--- config.mk ---
export PLATFORM = sky130hd
export DESIGN_NAME = operand_register_file
export DESIGN_NICKNAME = d
export VERILOG_FILES = /design/src/rtl/cpu_datapath_pkg.sv /design/src/rtl/regfile_read_port.sv /design/src/rtl/operand_register_file.sv
export SDC_FILE = /design/constraint.sdc
export NUM_CORES = 1
export LEC_CHECK = 0
export CORE_UTILIZATION = 57
export CTS_CLUSTER_SIZE = 20
export DETAILED_ROUTE_END_ITERATION = 8
export PLACE_DENSITY = 0.92
export SLEW_MARGIN = 20
export SYNTH_ARGS = -nofsm -noshare
export SYNTH_HDL_FRONTEND = slang
export SYNTH_SLANG_ARGS = --single-unit
--- constraint.sdc ---
create_clock -name clk -period 2.6 [get_ports clk]
set_input_delay 0.52 -clock clk [delete_from_list [all_inputs] [get_ports clk]]
set_output_delay 0.52 -clock clk [all_outputs]
set_load 0.05 [all_outputs]
--- src/rtl/cpu_datapath_pkg.sv ---
// Shared datapath definitions used by the operand register file, the 2:1
// operand mux and the ALU.
package cpu_datapath_pkg;

    // Datapath word width and register-index width.
    localparam int unsigned DATA_W     = 8;
    localparam int unsigned REG_ADDR_W = 3;
    localparam int unsigned REG_DEPTH  = 1 << REG_ADDR_W;

    typedef logic [DATA_W-1:0]     data_t;
    typedef logic [REG_ADDR_W-1:0] reg_addr_t;

    // Index of the hard-wired zero register when that option is enabled.
    localparam reg_addr_t ZERO_ADDR = REG_ADDR_W'(0);

    // Writeback bus payload from the ALU into the register file.
    typedef struct packed {
        logic      wr_en;
        reg_addr_t wr_addr;
        data_t     wr_data;
    } reg_wr_t;

    // True when an access to addr targets the hard-wired zero register.
    function automatic logic is_zero_reg(input reg_addr_t addr, input logic zero_reg_en);
        return zero_reg_en && (addr == ZERO_ADDR);
    endfunction

endpackage

--- src/rtl/regfile_read_port.sv ---
// One registered read port of the operand register file: selects a storage
// entry, optionally forwards a same-edge write, and holds the result in an
// output register until the next read request.
// Build option: OPERAND_REGFILE_BYPASS_EN enables write-through forwarding.
module regfile_read_port #(
    parameter int unsigned DATA_W   = cpu_datapath_pkg::DATA_W,
    parameter int unsigned ADDR_W   = cpu_datapath_pkg::REG_ADDR_W,
    parameter bit          ZERO_REG = 1'b1
) (
    input  logic                                   clk,
    input  logic                                   reset_n,
    input  logic                                   rd_en_i,
    input  logic [ADDR_W-1:0]                      rd_addr_i,
    input  logic [(1<<ADDR_W)-1:0][DATA_W-1:0]     mem_i,
`ifdef OPERAND_REGFILE_BYPASS_EN
    input  logic                                   wr_en_i,
    input  logic [ADDR_W-1:0]                      wr_addr_i,
    input  logic [DATA_W-1:0]                      wr_data_i,
`endif
    output logic [DATA_W-1:0]                      rd_data_o
);

    logic [DATA_W-1:0] rd_data_q;
    logic [DATA_W-1:0] rd_data_d;
    logic [DATA_W-1:0] sel_data_c;
    logic              zero_hit_c;

    // Select the addressed word, apply forwarding and zero-register rules.
    always_comb begin
        zero_hit_c = ZERO_REG && (rd_addr_i == ADDR_W'(0));
        sel_data_c = mem_i[rd_addr_i];
`ifdef OPERAND_REGFILE_BYPASS_EN
        if (wr_en_i && (wr_addr_i == rd_addr_i)) begin
            sel_data_c = wr_data_i;
        end
`endif
        if (zero_hit_c) begin
            sel_data_c = '0;
        end
        rd_data_d = rd_en_i ? sel_data_c : rd_data_q;
    end

    // Output register: loads on a read request, otherwise holds for the mux.
    always_ff @(posedge clk or negedge reset_n) begin
        if (!reset_n) begin
            rd_data_q <= '0;
        end else begin
            rd_data_q <= rd_data_d;
        end
    end

    assign rd_data_o = rd_data_q;

endmodule

--- src/rtl/operand_register_file.sv ---
// Operand register file: 2**ADDR_W x DATA_W storage with one write port from
// writeback and two registered read ports feeding the 2:1 operand mux.
// Build option: OPERAND_REGFILE_BYPASS_EN makes a same-edge read of the
// address being written return the new data instead of the old value.
module operand_register_file #(
    parameter int unsigned DATA_W   = cpu_datapath_pkg::DATA_W,
    parameter int unsigned ADDR_W   = cpu_datapath_pkg::REG_ADDR_W,
    parameter bit          ZERO_REG = 1'b1
) (
    input  logic              clk,
    input  logic              reset_n,
    input  logic              wr_en,
    input  logic [ADDR_W-1:0] wr_addr,
    input  logic [DATA_W-1:0] wr_data,
    input  logic              rd_en,
    input  logic [ADDR_W-1:0] rd_addr1,
    input  logic [ADDR_W-1:0] rd_addr2,
    output logic [DATA_W-1:0] rd_data1,
    output logic [DATA_W-1:0] rd_data2,
    output logic              rd_valid
);

    localparam int unsigned DEPTH = 1 << ADDR_W;

    logic [DEPTH-1:0][DATA_W-1:0] mem_q;
    logic [DEPTH-1:0][DATA_W-1:0] mem_d;
    logic                         rd_valid_q;
    logic                         rd_valid_d;
    logic                         wr_drop_c;

    // Next-state for storage and the read-valid pulse.
    always_comb begin
        mem_d      = mem_q;
        rd_valid_d = rd_en;
        wr_drop_c  = ZERO_REG && (wr_addr == ADDR_W'(0));
        if (wr_en && !wr_drop_c) begin
            mem_d[wr_addr] = wr_data;
        end
    end

    // Storage and valid registers; reset clears every entry.
    always_ff @(posedge clk or negedge reset_n) begin
        if (!reset_n) begin
            mem_q      <= '0;
            rd_valid_q <= 1'b0;
        end else begin
            mem_q      <= mem_d;
            rd_valid_q <= rd_valid_d;
        end
    end

    assign rd_valid = rd_valid_q;

    // Port 1 drives the mux data1 input.
    regfile_read_port #(
        .DATA_W   (DATA_W),
        .ADDR_W   (ADDR_W),
        .ZERO_REG (ZERO_REG)
    ) u_rd_port1 (
        .clk       (clk),
        .reset_n   (reset_n),
        .rd_en_i   (rd_en),
        .rd_addr_i (rd_addr1),
        .mem_i     (mem_q),
`ifdef OPERAND_REGFILE_BYPASS_EN
        .wr_en_i   (wr_en),
        .wr_addr_i (wr_addr),
        .wr_data_i (wr_data),
`endif
        .rd_data_o (rd_data1)
    );

    // Port 2 drives the mux data2 input.
    regfile_read_port #(
        .DATA_W   (DATA_W),
        .ADDR_W   (ADDR_W),
        .ZERO_REG (ZERO_REG)
    ) u_rd_port2 (
        .clk       (clk),
        .reset_n   (reset_n),
        .rd_en_i   (rd_en),
        .rd_addr_i (rd_addr2),
        .mem_i     (mem_q),
`ifdef OPERAND_REGFILE_BYPASS_EN
        .wr_en_i   (wr_en),
        .wr_addr_i (wr_addr),
        .wr_data_i (wr_data),
`endif
        .rd_data_o (rd_data2)
    );

endmodule

# == Yosys cells after proc, flatten, opt, wreduce, memory -nomap -nowiden ==
# Cells that the tools add are included.
# word_totals
ff_bits,81
inputBits,21
out_inout_bits,17
elab_cells,30
# op_classes
n_lt_le_gt_ge,4
muxes,9
n_reduce_logical,6
# ops
op,n
64-bit bitwise mux,1
8-bit binary-select mux with 3-bit select,2
8-bit 2-to-1 mux,5
8-bit demux with 3-bit select,1
3-bit by 4-bit < comparator with 1-bit output (second input constant),3
3-bit logical NOT,3
3-bit by 1-bit greater-or-equal comparator with 1-bit output (second input constant),1
1-bit logical AND,2
1-bit logical NOT,1

# == Longest topological paths before layout ==
# Gate-level depths: netlist of the first run.
# depth
word_depth,5
ltp_mapped,6
ltp_nobuf,4

# == By module ==
# A second synthesis of the first run with hierarchy kept.
# hier_totals
hier_cells,291
hier_area_um2,4119.0
# by_module_without_submodules
mod,instances,cells_per_inst,area_per_inst_um2,seq_area_each_um2
operand_register_file,1,143,2570.0,1626.6
regfile_read_port,2,74,774.5,200.2

# == Least setup slack after synthesis of the first run ==
# Ideal clock, no wire load.
# synth_timing
path_kind,input to register
from,input rd_addr1[0]
to,"register u_rd_port1.rd_data_q[2], in the netlist u_rd_port1.rd_data_o[2]"
arrival_ps,1517
required_ps,2479
setup_slack_ps,962
path_stages,6
n_path_buf,2
path_cell_list,buf_6 > buf_2 > mux2_1 > a22oi_1 > nor2_1 > o22a_1
# synth_between
elab_chain_cells,3
word_cells_on_any_way,4
classes_between,3 x mux; 1 x reduce/logical
# synth_rtl
element,line_no,source
start: declaration,operand_register_file.sv:16,"input logic [ADDR_W-1:0] rd_addr1,"
8-bit binary-select mux with 3-bit select,regfile_read_port.sv:31,sel_data_c = mem_i[rd_addr_i];
8-bit 2-to-1 mux (implied by the code),regfile_read_port.sv:31,
8-bit 2-to-1 mux (*),regfile_read_port.sv:37,if (zero_hit_c) begin
end signal: assignment,regfile_read_port.sv:48,rd_data_q <= rd_data_d;
end: declaration,regfile_read_port.sv:23,logic [DATA_W-1:0] rd_data_q;
# Every way passes the cells marked *; elsewhere a longest branch is shown, timed or not. The select of a mux whose other input is x is not followed.
# A chain may end at the register's enable or synchronous reset.

# == Final worst setup path of the first run ==
# layout_timing
from,"register u_rd_port2.rd_data_q[0], in the netlist u_rd_port2.rd_data_o[0]"
to,output rd_data2[0]
# layout_lines
element,line_no,source
start: declaration,regfile_read_port.sv:23,
start signal: assignment,regfile_read_port.sv:48,
end: declaration,operand_register_file.sv:19,"output logic [DATA_W-1:0] rd_data2,"
# No word-level cell between the ends.

==> key figures, run 1 <==
Outcome
  • Status: finished clean

Yosys
  • Top-area cell type share of the netlist area: 49.4%
  • Seq/Total Area, Yosys: 49.4%
  • Post-synth EDFFs: 0
  • Leading cell type by number of instances after synthesis: dfrtp_1
  • Synth Area per Inst: 13.4 sq um
  • Asr flop ratio synth: 100%
  • Synthesis-stage register bit count: 73
  • Ys flop type: dfrtp_1
  • Most instantiated cells after synthesis: 73 x dfrtp_1, 64 x mux2_2, 24 x mux2i_1
  • Cells after Synth: between 200 and 300
  • Yosys warns: 0
  • Yosys cell types: 26
  • Mapped cell area: 3700 sq um
  • Synth area leader: dfrtp_1
  • Ranking of synthesized cells by area: dfrtp_1 49%, mux2_2 19%, mux2i_1 6.5%
  • Net Count, Synth: 297

Global routing
  • Met1 usage: 34.7%
  • GR peak layer: met2
  • First-pass GRT wire length: roughly 13,000 um
  • Vias in the first global route: 2,614
  • Global Route Usage Sum: 28.4%
  • Initial antenna violation count: 0
  • GRT overflow: 0
  • Grt met2 use: 47.8%
  • Largest net degree at the start of global routing: 74
  • GR Util met3: 7.47%

Power
  • Maximum vdd drop: 0.000468 V
  • Switching part of the total power: 31.0%
  • Clock power share: 26.0%
  • Sequential fraction of design power: 46.6%
  • Combinational Power Share: 27.4%
  • Pwr per Cell Area: 759 nW/um^2
  • Pleak: 1.90 nW
  • Total Power: approximately 3.3 mW
  • Switching Power: ~1.0 mW
  • P_int: about 2.3 mW

Drt
  • DR WL/cell: 21.1 um
  • Detail Route Antenna Nets: 0
  • First drt pass iteration count: 4
  • Via density per instance: 6.41
  • Final WL: 8540 um
  • DRC: 0
  • Via Count: between 2,000 and 3,000
  • DRT iter0 DRCs: 222

Worst setup path
  • Worst r2r dst: u_rd_port1.rd_data_o[1]$_DFFE_PN0P_
  • Crit path DAT: 1.52 ns
  • R2r startpoint: mem_q[41]$_DFFE_PN0P_
  • Worst Path Buf+Inv: 1
  • Worst-path fanout max: 2
  • Slowest CP cell: clkdlybuf4s50_1
  • Crit-path cells: clkdlybuf4s50_1
  • R2r worst-path depth: 4
  • Worst R2R Setup Slack: 1.16 ns
  • CP peak stage delay: 0.81 ns
  • Crit Path Category: reg2out
  • Crit path capture type: output pin
  • Worst setup SP type: flop
  • Required time of the critical path: roughly 2.1 ns
  • CP delay by family, top: buffers and inverters

Timing
  • TNS Setup: 0 ns
  • Final period utilization: between 70% and 80%
  • Final Max Tran Viols: 0
  • Slew at the pin closest to its max-slew limit: 0.631 ns
  • Final min period: 2.04 ns
  • Post-route clock skew: roughly 0.0065 ns
  • Unrepaired setup endpoints after global routing: no
  • Achievable clock frequency: 490 MHz
  • Final hold viol count: 0
  • Slew HR: around 58%
  • Final setup fails: 0

Clock tree
  • Clock Latency Late Sink: 0.35 ns
  • Root Driver: clkbuf_8
  • CTS hold repair buffers: 0
  • CTS tree: yes
  • H-tree depth: 3
  • Sink Count: 73
  • CTS Buf Count: 9
  • Clk buf depth: 2
  • # Post-CTS Setup Buffers: 0
  • Register clock-pin slew on the reported worst setup and hold paths: 0.08 ns
  • Post-CTS sizing: 0

Floorplan
  • Die ar.: 6820 sq um
  • Core area: 6100 sq um
  • Number of I/O pins: 38
  • Num rows: 28
  • Die width: 82.6 um
  • Die Y-Extent: 82.6 um
  • Initial core utilization: roughly three fifths

Placed design
  • Hpwl dp: 5650 um
  • DP Area: 4210 sq um
  • Port Buf Inserts: 37
  • Routability Congestion: 0.833

Hold path
  • HP Class: in2async

Cells and area
  • Layout net count: 345
  • Fin area: 4410 sq um
  • Area Growth Syn to Fin: 19.1%
  • Layout cells sized above 1: 32.8%
  • Antenna diodes: 0

Run
  • Number of max-cap violations: 0
through the flow:
step                utilization [%]  cells  hold WS (ns)  worst slack, ns
global placement               69.1    388         0.489            0.319
CTS                            72.3    404         0.198            0.542
finish                         72.3    404         0.165            0.560
global route                   72.3    404         0.194            0.506
floorplan                         -    276         0.224            0.962
detailed placement             69.1    388         0.495            0.277
layer usage:
metal / up-vias / routed length, um
met4: 0 / 173
met2: 97 / 4400
li1: 1157 / -
met5: - / 0
met3: 21 / 645
met1: 1313 / 3330
registers in the layout, summed over array words and instances (netlist names):
register and flops:
u_rd_port2.rd_data_o 8, rd_valid 1, mem_q 56, u_rd_port1.rd_data_o 8
final cells by class:
| class | count | area (sq um) |
|---|---|---|
| tap | 75 | 93.8 |
| fill | 413 | 1690 |
| clock buffer | 11 | 141 |
| inverter | 1 | 3.75 |
| timing repair buffer | 56 | 533 |
| multi-input combinational | 183 | 1760 |
| clock inverter | 5 | 55.1 |
| sequential | 73 | 1830 |
worst max-delay path by stage:
stage | from | end | slack, ns | cells after the start
after floorplan | rd_addr1[0] | u_rd_port1.rd_data_o[2]$_DFFE_PN0P_ | 0.96 | 6
after global placement | rd_addr1[0] | u_rd_port1.rd_data_o[5]$_DFFE_PN0P_ | 0.32 | 6
after detailed placement | rd_addr1[0] | u_rd_port1.rd_data_o[1]$_DFFE_PN0P_ | 0.28 | 6
after CTS | u_rd_port2.rd_data_o[0]$_DFFE_PN0P_ | rd_data2[0] | 0.54 | 1
after global routing | u_rd_port2.rd_data_o[4]$_DFFE_PN0P_ | rd_data2[4] | 0.51 | 1
final | u_rd_port2.rd_data_o[0]$_DFFE_PN0P_ | rd_data2[0] | 0.56 | 1
power by group through the flow:
stage	clock network, mW	logic (mW)	registers [mW]
2_1_floorplan	0	0.485	1.69
3_3_place_gp	0	0.885	1.55
3_5_place_dp	0	0.908	1.57
4_1_cts	0.888	0.919	1.55
5_1_grt	0.931	0.979	1.59
6_report	0.871	0.916	1.56
placed cells by master (no fill, tap or decap), types with 2 or more instances in the layout:
master and instances:
dfrtp_1 73, mux2_2 64, clkdlybuf4s50_1 36, mux2i_1 24, buf_4 17, mux2_1 16, nor2_1 15, clkbuf_8 10
a22oi_1 9, o221ai_1 9, o22a_1 9, nand2_1 6, mux2_4 5, o22ai_1 5, a221oi_1 4, nand4b_1 3
a21oi_1 3, or2b_1 2, nor2b_1 2, mux4_2 2, clkinv_2 2, clkinvlp_4 2, buf_12 2
cell families (layout without fill, tap and decap cells):
| family | Yosys count | after routing | synth area share [%] |
|---|---|---|---|
| buffers and inverters | 20 | 73 | 3.38 |
| flip-flops | 73 | 73 | 49.4 |
| AO/OA/AOI/OAI | 40 | 40 | 8.45 |
| AND/OR/NAND/NOR | 32 | 32 | 4.73 |
| multiplexers | 111 | 111 | 34.1 |
No activity file was read; power rests on OpenSTA's default activity.
==> inputs of run 2 (changes only) <==
--- a/config.mk
+++ b/config.mk
@@ -5,10 +5,10 @@
 export SDC_FILE = /design/constraint.sdc
 export NUM_CORES = 1
 export LEC_CHECK = 0
-export CORE_UTILIZATION = 57
+export CORE_UTILIZATION = 56
 export CTS_CLUSTER_SIZE = 20
 export DETAILED_ROUTE_END_ITERATION = 8
-export PLACE_DENSITY = 0.92
+export PLACE_DENSITY = 0.91
 export SLEW_MARGIN = 20
 export SYNTH_ARGS = -nofsm -noshare
 export SYNTH_HDL_FRONTEND = slang
==> constraint.sdc (replaced) <==
create_clock -name clk -period 2 [get_ports clk]
set_input_delay 0.4 -clock clk [delete_from_list [all_inputs] [get_ports clk]]
set_output_delay 0.4 -clock clk [all_outputs]
set_load 0.05 [all_outputs]
==> run 2 against run 1 <==
Net effect:
- power up 28%
- routed wire length increased by 6.4%
- global-route usage fell by 0.65 points
- register-to-register slack worse by 0.59 ns
- critical endpoint is now rd_data1[0]
- largest cell class unchanged
- highest routed layer unchanged
==> key figures, run 2 (synthesis results as in run 1) <==
Floorplan
  • Num rows: 29 (+3.6%)
  • Initial core utilization: 58.3% (-2.4 points)
  • Die Y-Extent: 83.3 um (+0.87%)
  • Die width: 83.3 um (+0.87%)
  • Die ar.: 6940 sq um (+1.7%)
  • Number of I/O pins: 38 (unchanged)
  • Core area: 6350 sq um (+4.2%)

Power
  • Clock power share: 23.6% (-2.4 points)
  • Switching part of the total power: 32.3% (+1.3 points)
  • Switching Power: 1.39 mW (+33%)
  • Combinational Power Share: 29.1% (+1.7 points)
  • P_int: 2.90 mW (+26%)
  • Pleak: 2.01 nW (+5.7%)
  • Pwr per Cell Area: 935 nW/um^2 (+23%)
  • Maximum vdd drop: 0.000579 V (+24%)
  • Sequential fraction of design power: 47.4% (+0.8 points)

Drt
  • DRT iter0 DRCs: 300 (+35%)
  • DR WL/cell: 21.4 um (+1.4%)
  • DRC: 0 (unchanged)
  • Final WL: 9090 um (+6.4%)
  • Via density per instance: 6.38 (-0.41%)
  • Detail Route Antenna Nets: 0 (unchanged)
  • First drt pass iteration count: 5 (+1)
  • Via Count: 2,705 (+4.5%)

Timing
  • TNS Setup: 0 ns (unchanged)
  • Final Hold Slack: 0.0570 ns (-0.108 ns)
  • Final min period: between 1.5 and 2 ns
  • Final Max Tran Viols: 0 (unchanged)
  • Slew HR: 66.2% (+8.4 points)
  • Final setup fails: 0 (unchanged)
  • Achievable clock frequency: 512 MHz
  • Unrepaired setup endpoints after global routing: no
  • Final hold viol count: 0 (unchanged)
  • Slew at the pin closest to its max-slew limit: 0.506 ns (-0.126 ns)
  • Final period utilization: 97.7%
  • Post-route clock skew: 0.00749 ns (+0.000964 ns)

Cells and area
  • Layout cells sized above 1: 36.0% (+3.2 points)
  • Commonest non-fill, non-tap cell in the layout: dfrtp_1
  • Antenna diodes: 0 (unchanged)
  • Layout net count: 364 (+5.5%)
  • Final non-filler cell total: 424 (+5.0%)
  • Fin util: 72.2% (-0.15 points)
  • Area Growth Syn to Fin: 23.8%
  • Max reg flops: 56 (unchanged)
  • Most frequent cells in the layout: 73 x dfrtp_1, 64 x mux2_2, 36 x clkdlybuf4s50_1
  • Reg with most FFs: mem_q
  • # fillers: 416 (+0.73%)

Worst setup path
  • Worst-path fanout max: 2 (unchanged)
  • Crit path capture type: output pin
  • Crit-path cells: clkdlybuf4s50_1
  • Crit path DAT: 1.55 ns (+0.03 ns)
  • CP peak stage delay: 0.82 ns (about the same)
  • Crit Path Category: reg2out
  • Worst Path Buf+Inv: 1 (unchanged)
  • Required time of the critical path: 1.60 ns (-0.48 ns)
  • CP delay by family, top: buffers and inverters
  • Worst setup SP type: flop
  • Slowest CP cell: clkdlybuf4s50_1

Placed design
  • Port Buf Inserts: 37 (unchanged)
  • Routability Congestion: 0.844 (+1.3%)
  • Placed cell count: 409 (+5.4%)
  • Hpwl dp: 6120 um (+8.4%)

Clock tree
  • CTS Buf Count: 9 (unchanged)
  • CTS tree: yes
  • Clk buf depth: 2 (unchanged)
  • Post-CTS sizing: 0 (unchanged)
  • Clock Latency Late Sink: 0.35 ns (about the same)
  • H-tree depth: 3 (unchanged)
  • Sink Count: 73 (unchanged)
  • Register clock-pin slew on the reported worst setup and hold paths: 0.08 ns (about the same)
  • Root Driver: clkbuf_8
  • # Post-CTS Setup Buffers: 0 (unchanged)
  • CTS hold repair buffers: 0 (unchanged)

Run
  • Number of max-cap violations: 0 (unchanged)

Outcome
  • Status: finished clean

Hold path
  • HP Class: in2async

Global routing
  • GRT overflow: 0 (unchanged)
  • Initial antenna violation count: 0 (unchanged)
  • Vias in the first global route: 2,733 (+4.6%)
  • Largest net degree at the start of global routing: 74 (unchanged)
  • First-pass GRT wire length: 14,500 um (+7.8%)
  • Global Route Usage Sum: 27.7% (-0.65 points)
==> run 2: stage by stage <==
stage | area, sq um | total power [mW] | setup slack [ns]
2_1_floorplan | 3700 | 2.83 | 0.482
3_3_place_gp | 4420 | 3.20 | -0.118
3_5_place_dp | 4420 | 3.28 | -0.181
4_1_cts | 4580 | 4.29 | 0.0455
5_1_grt | 4580 | 4.46 | 0.0194
6_report | 4580 | 4.28 | 0.0467
==> run 2: worst paths after layout <==
check | start | endpoint | slack, ns | cells after the start
setup / recovery | u_rd_port1.rd_data_o[0]$_DFFE_PN0P_ | rd_data1[0] | 0.05 | 1
max in group asynchronous | reset_n | mem_q[19]$_DFFE_PN0P_ | 1.62 | 2
hold reg to reg | u_rd_port2.rd_data_o[2]$_DFFE_PN0P_ | u_rd_port2.rd_data_o[2]$_DFFE_PN0P_ | 0.51 | 1
min in group clk | u_rd_port2.rd_data_o[2]$_DFFE_PN0P_ | u_rd_port2.rd_data_o[2]$_DFFE_PN0P_ | 0.51 | 1
setup reg to reg | mem_q[37]$_DFFE_PN0P_ | u_rd_port1.rd_data_o[5]$_DFFE_PN0P_ | 0.57 | 4
hold / removal | reset_n | rd_valid$_DFF_PN0_ | 0.06 | 2
==> run 2: cell type report <==
cell class | count | area [sq um] | area share [%]
tap | 77 | 96.3 | 2.10
clock buffer | 12 | 145 | 3.17
clock inverter | 3 | 17.5 | 0.382
timing repair buffer | 75 | 738 | 16.1
multi-input combinational | 183 | 1760 | 38.3
inverter | 1 | 3.75 | 0.0819
sequential | 73 | 1830 | 39.9
==> run 2: metal layers <==
metal,track usage (%),share of wire (%)
met1,37.4,43
met2,44.3,49
met5,0,0
met3,5.37,5.9
met4,11.1,2.3
==> run 2: power groups by stage <==
stage	clock (mW)	combinational (mW)	sequential (mW)
global route	1.07	1.32	2.07
finish	1.01	1.25	2.03
detailed placement	0	1.23	2.05
global placement	0	1.18	2.02
CTS	1.01	1.25	2.02
floorplan	0	0.631	2.20
==> inputs of run 3 (changes only) <==
--- a/config.mk
+++ b/config.mk
@@ -8,8 +8,9 @@
 export CORE_UTILIZATION = 56
 export CTS_CLUSTER_SIZE = 20
 export DETAILED_ROUTE_END_ITERATION = 8
-export PLACE_DENSITY = 0.91
+export PLACE_DENSITY_LB_ADDON = 0.25
 export SLEW_MARGIN = 20
 export SYNTH_ARGS = -nofsm -noshare
 export SYNTH_HDL_FRONTEND = slang
 export SYNTH_SLANG_ARGS = --single-unit
+export TNS_END_PERCENT = 50
==> run 3 against run 2 <==
Net effect:
- critical path depth unchanged
- critical endpoint unchanged
- highest routed layer unchanged
- sequential cell count is the same
- register-to-register slack worse by 0.02 ns
- combinational power about the same
- sequential power about the same
- utilization rose by 1.6 points
- clock-buffer cell count decreased by 3
- power up 8.5%
- global-route usage is 0.62 points higher
- via count shrank 3.8%
- sequential share of layout area decreased by 0.85 points
==> key figures, run 3 (synthesis results as in run 1) <==
Cells and area
  • Reg with most FFs: mem_q
  • Antenna diodes: 0 (unchanged)
  • Layout net count: 370 (+1.6%)
  • Fin util: 73.8% (+1.6 points)
  • Commonest non-fill, non-tap cell in the layout: dfrtp_1
  • # fillers: 446 (+7.2%)
  • Layout cells sized above 1: 37.9% (+1.8 points)
  • Most frequent cells in the layout: 73 x dfrtp_1, 64 x mux2_2, 39 x buf_4
  • Fin area: 4680 sq um (+2.2%)
  • Area Growth Syn to Fin: 26.5%
  • Max reg flops: 56 (unchanged)

Floorplan
  • Die Y-Extent: 83.3 um (unchanged)
  • Core area: 6350 sq um (unchanged)
  • Initial core utilization: 58.3% (unchanged)
  • Die width: 83.3 um (unchanged)
  • Number of I/O pins: 38 (unchanged)
  • Die ar.: 6940 sq um (unchanged)
  • Num rows: 29 (unchanged)

Clock tree
  • CTS tree: yes
  • Root Driver: clkbuf_8
  • H-tree depth: 3 (unchanged)
  • Clock Latency Late Sink: 0.36 ns (about the same)
  • # Post-CTS Setup Buffers: 0 (unchanged)
  • Post-CTS sizing: 0 (unchanged)
  • CTS Buf Count: 9 (unchanged)
  • Clk buf depth: 2 (unchanged)
  • Register clock-pin slew on the reported worst setup and hold paths: 0.07 ns (about the same)
  • Sink Count: 73 (unchanged)
  • CTS hold repair buffers: 0 (unchanged)

Timing
  • Unrepaired setup endpoints after global routing: no
  • Post-route clock skew: 0.00896 ns (+0.00147 ns)
  • Achievable clock frequency: 511 MHz (-0.27%)
  • Final hold viol count: 0 (unchanged)
  • Final period utilization: 97.9% (+0.27 points)
  • Final min period: 1.96 ns (+0.00533 ns)
  • Final setup fails: 0 (unchanged)
  • Slew at the pin closest to its max-slew limit: 0.514 ns (+0.00827 ns)
  • PnR worst setup slack: 0.0414 ns (-0.00533 ns)
  • Final Max Tran Viols: 0 (unchanged)
  • TNS Setup: 0 ns (unchanged)
  • Slew HR: 65.6% (-0.55 points)

Global routing
  • Largest net degree at the start of global routing: 74 (unchanged)
  • First-pass GRT wire length: 14,800 um (+1.9%)
  • GRT overflow: 0 (unchanged)
  • Initial antenna violation count: 0 (unchanged)
  • Vias in the first global route: 2,825 (+3.4%)
  • Global Route Usage Sum: 28.4% (+0.62 points)

Drt
  • First drt pass iteration count: 6 (+1)
  • Final WL: 8860 um (-2.5%)
  • Detail Route Antenna Nets: 0 (unchanged)
  • DR WL/cell: 20.5 um (-4.1%)
  • DRC: 0 (unchanged)
  • Via density per instance: 6.03 (-5.4%)
  • Via Count: 2,601 (-3.8%)
  • DRT iter0 DRCs: 130 (-57%)

Placed design
  • Hpwl dp: 6070 um (-0.81%)
  • Port Buf Inserts: 37 (unchanged)
  • Worst slack at placement: -0.140 ns (+0.0413 ns)
  • Routability Congestion: 0.812 (-3.9%)
  • DP Area: 4440 sq um (+0.45%)

Power
  • Total Power: 4.65 mW (+8.5%)
  • Switching Power: 1.39 mW (+0.65%)
  • Maximum vdd drop: 0.00116 V (+100%)
  • Pwr per Cell Area: 993 nW/um^2 (+6.2%)
  • Switching part of the total power: 30.0% (-2.4 points)
  • Sequential fraction of design power: 43.5% (-3.9 points)
  • P_int: 3.26 mW (+12%)
  • Pleak: 2.06 nW (+2.6%)
  • Clock power share: 29.9% (+6.3 points)
  • Combinational Power Share: 26.6% (-2.5 points)

Worst setup path
  • CP delay by family, top: buffers and inverters
  • Worst-path fanout max: 2 (unchanged)
  • CP peak stage delay: 0.82 ns (about the same)
  • Worst Path Buf+Inv: 1 (unchanged)
  • Crit Path Category: reg2out
  • Crit path DAT: 1.56 ns (about the same)
  • Worst setup startpoint: u_rd_port1.rd_data_o[0]$_DFFE_PN0P_
  • R2r startpoint: mem_q[45]$_DFFE_PN0P_
  • Required time of the critical path: 1.60 ns (about the same)
  • Crit path capture type: output pin
  • Crit-path cells: clkdlybuf4s50_1
  • Worst setup SP type: flop
  • Slowest CP cell: clkdlybuf4s50_1

Run
  • Number of max-cap violations: 0 (unchanged)

Outcome
  • Status: finished clean

Hold path
  • HP Class: in2async
==> run 3: area by class of cell <==
type / count / area (sq um) / area share, %
flip-flops and latches: 73 / 1830 / 39.0
multi-input cells: 183 / 1760 / 37.5
repair buffers: 81 / 758 / 16.2
clock buffers: 9 / 124 / 2.64
clock inverters: 7 / 119 / 2.54
well taps: 77 / 96.3 / 2.06
inverters: 1 / 3.75 / 0.0801
==> run 3: final timing paths <==
check | cells after the start | slack (ns) | endpoint
max in group asynchronous | 2 | 1.64 | u_rd_port1.rd_data_o[0]$_DFFE_PN0P_
min in group clk | 1 | 0.50 | u_rd_port2.rd_data_o[2]$_DFFE_PN0P_
max | 1 | 0.04 | rd_data1[0]
min reg2reg | 1 | 0.50 | u_rd_port2.rd_data_o[2]$_DFFE_PN0P_
max reg2reg | 4 | 0.55 | u_rd_port1.rd_data_o[5]$_DFFE_PN0P_
min | 2 | 0.07 | u_rd_port1.rd_data_o[4]$_DFFE_PN0P_
==> run 3: layer usage <==
metal,routed length [um],track usage (%),vias to the layer above
met5,0,0,-
met4,214,10.7,0
met3,329,6.66,26
met2,4380,46.4,64
met1,3930,36.8,1314
li1,-,-,1197
==> run 3: through the flow <==
stage                     instances  hold slack [ns]
final                           431           0.0658
after global routing            431            0.104
after CTS                       431           0.0742
after detailed placement        415            0.462
after global placement          415            0.458
after floorplan                 276            0.104
==> run 3: power groups by stage <==
stage / Clock (mW) / Combinational [mW] / Sequential, mW
final: 1.39 / 1.24 / 2.02
after detailed placement: 0 / 1.23 / 2.05
after global routing: 1.48 / 1.32 / 2.06
after CTS: 1.41 / 1.24 / 2.02
after global placement: 0 / 1.20 / 2.03
after floorplan: 0 / 0.631 / 2.20
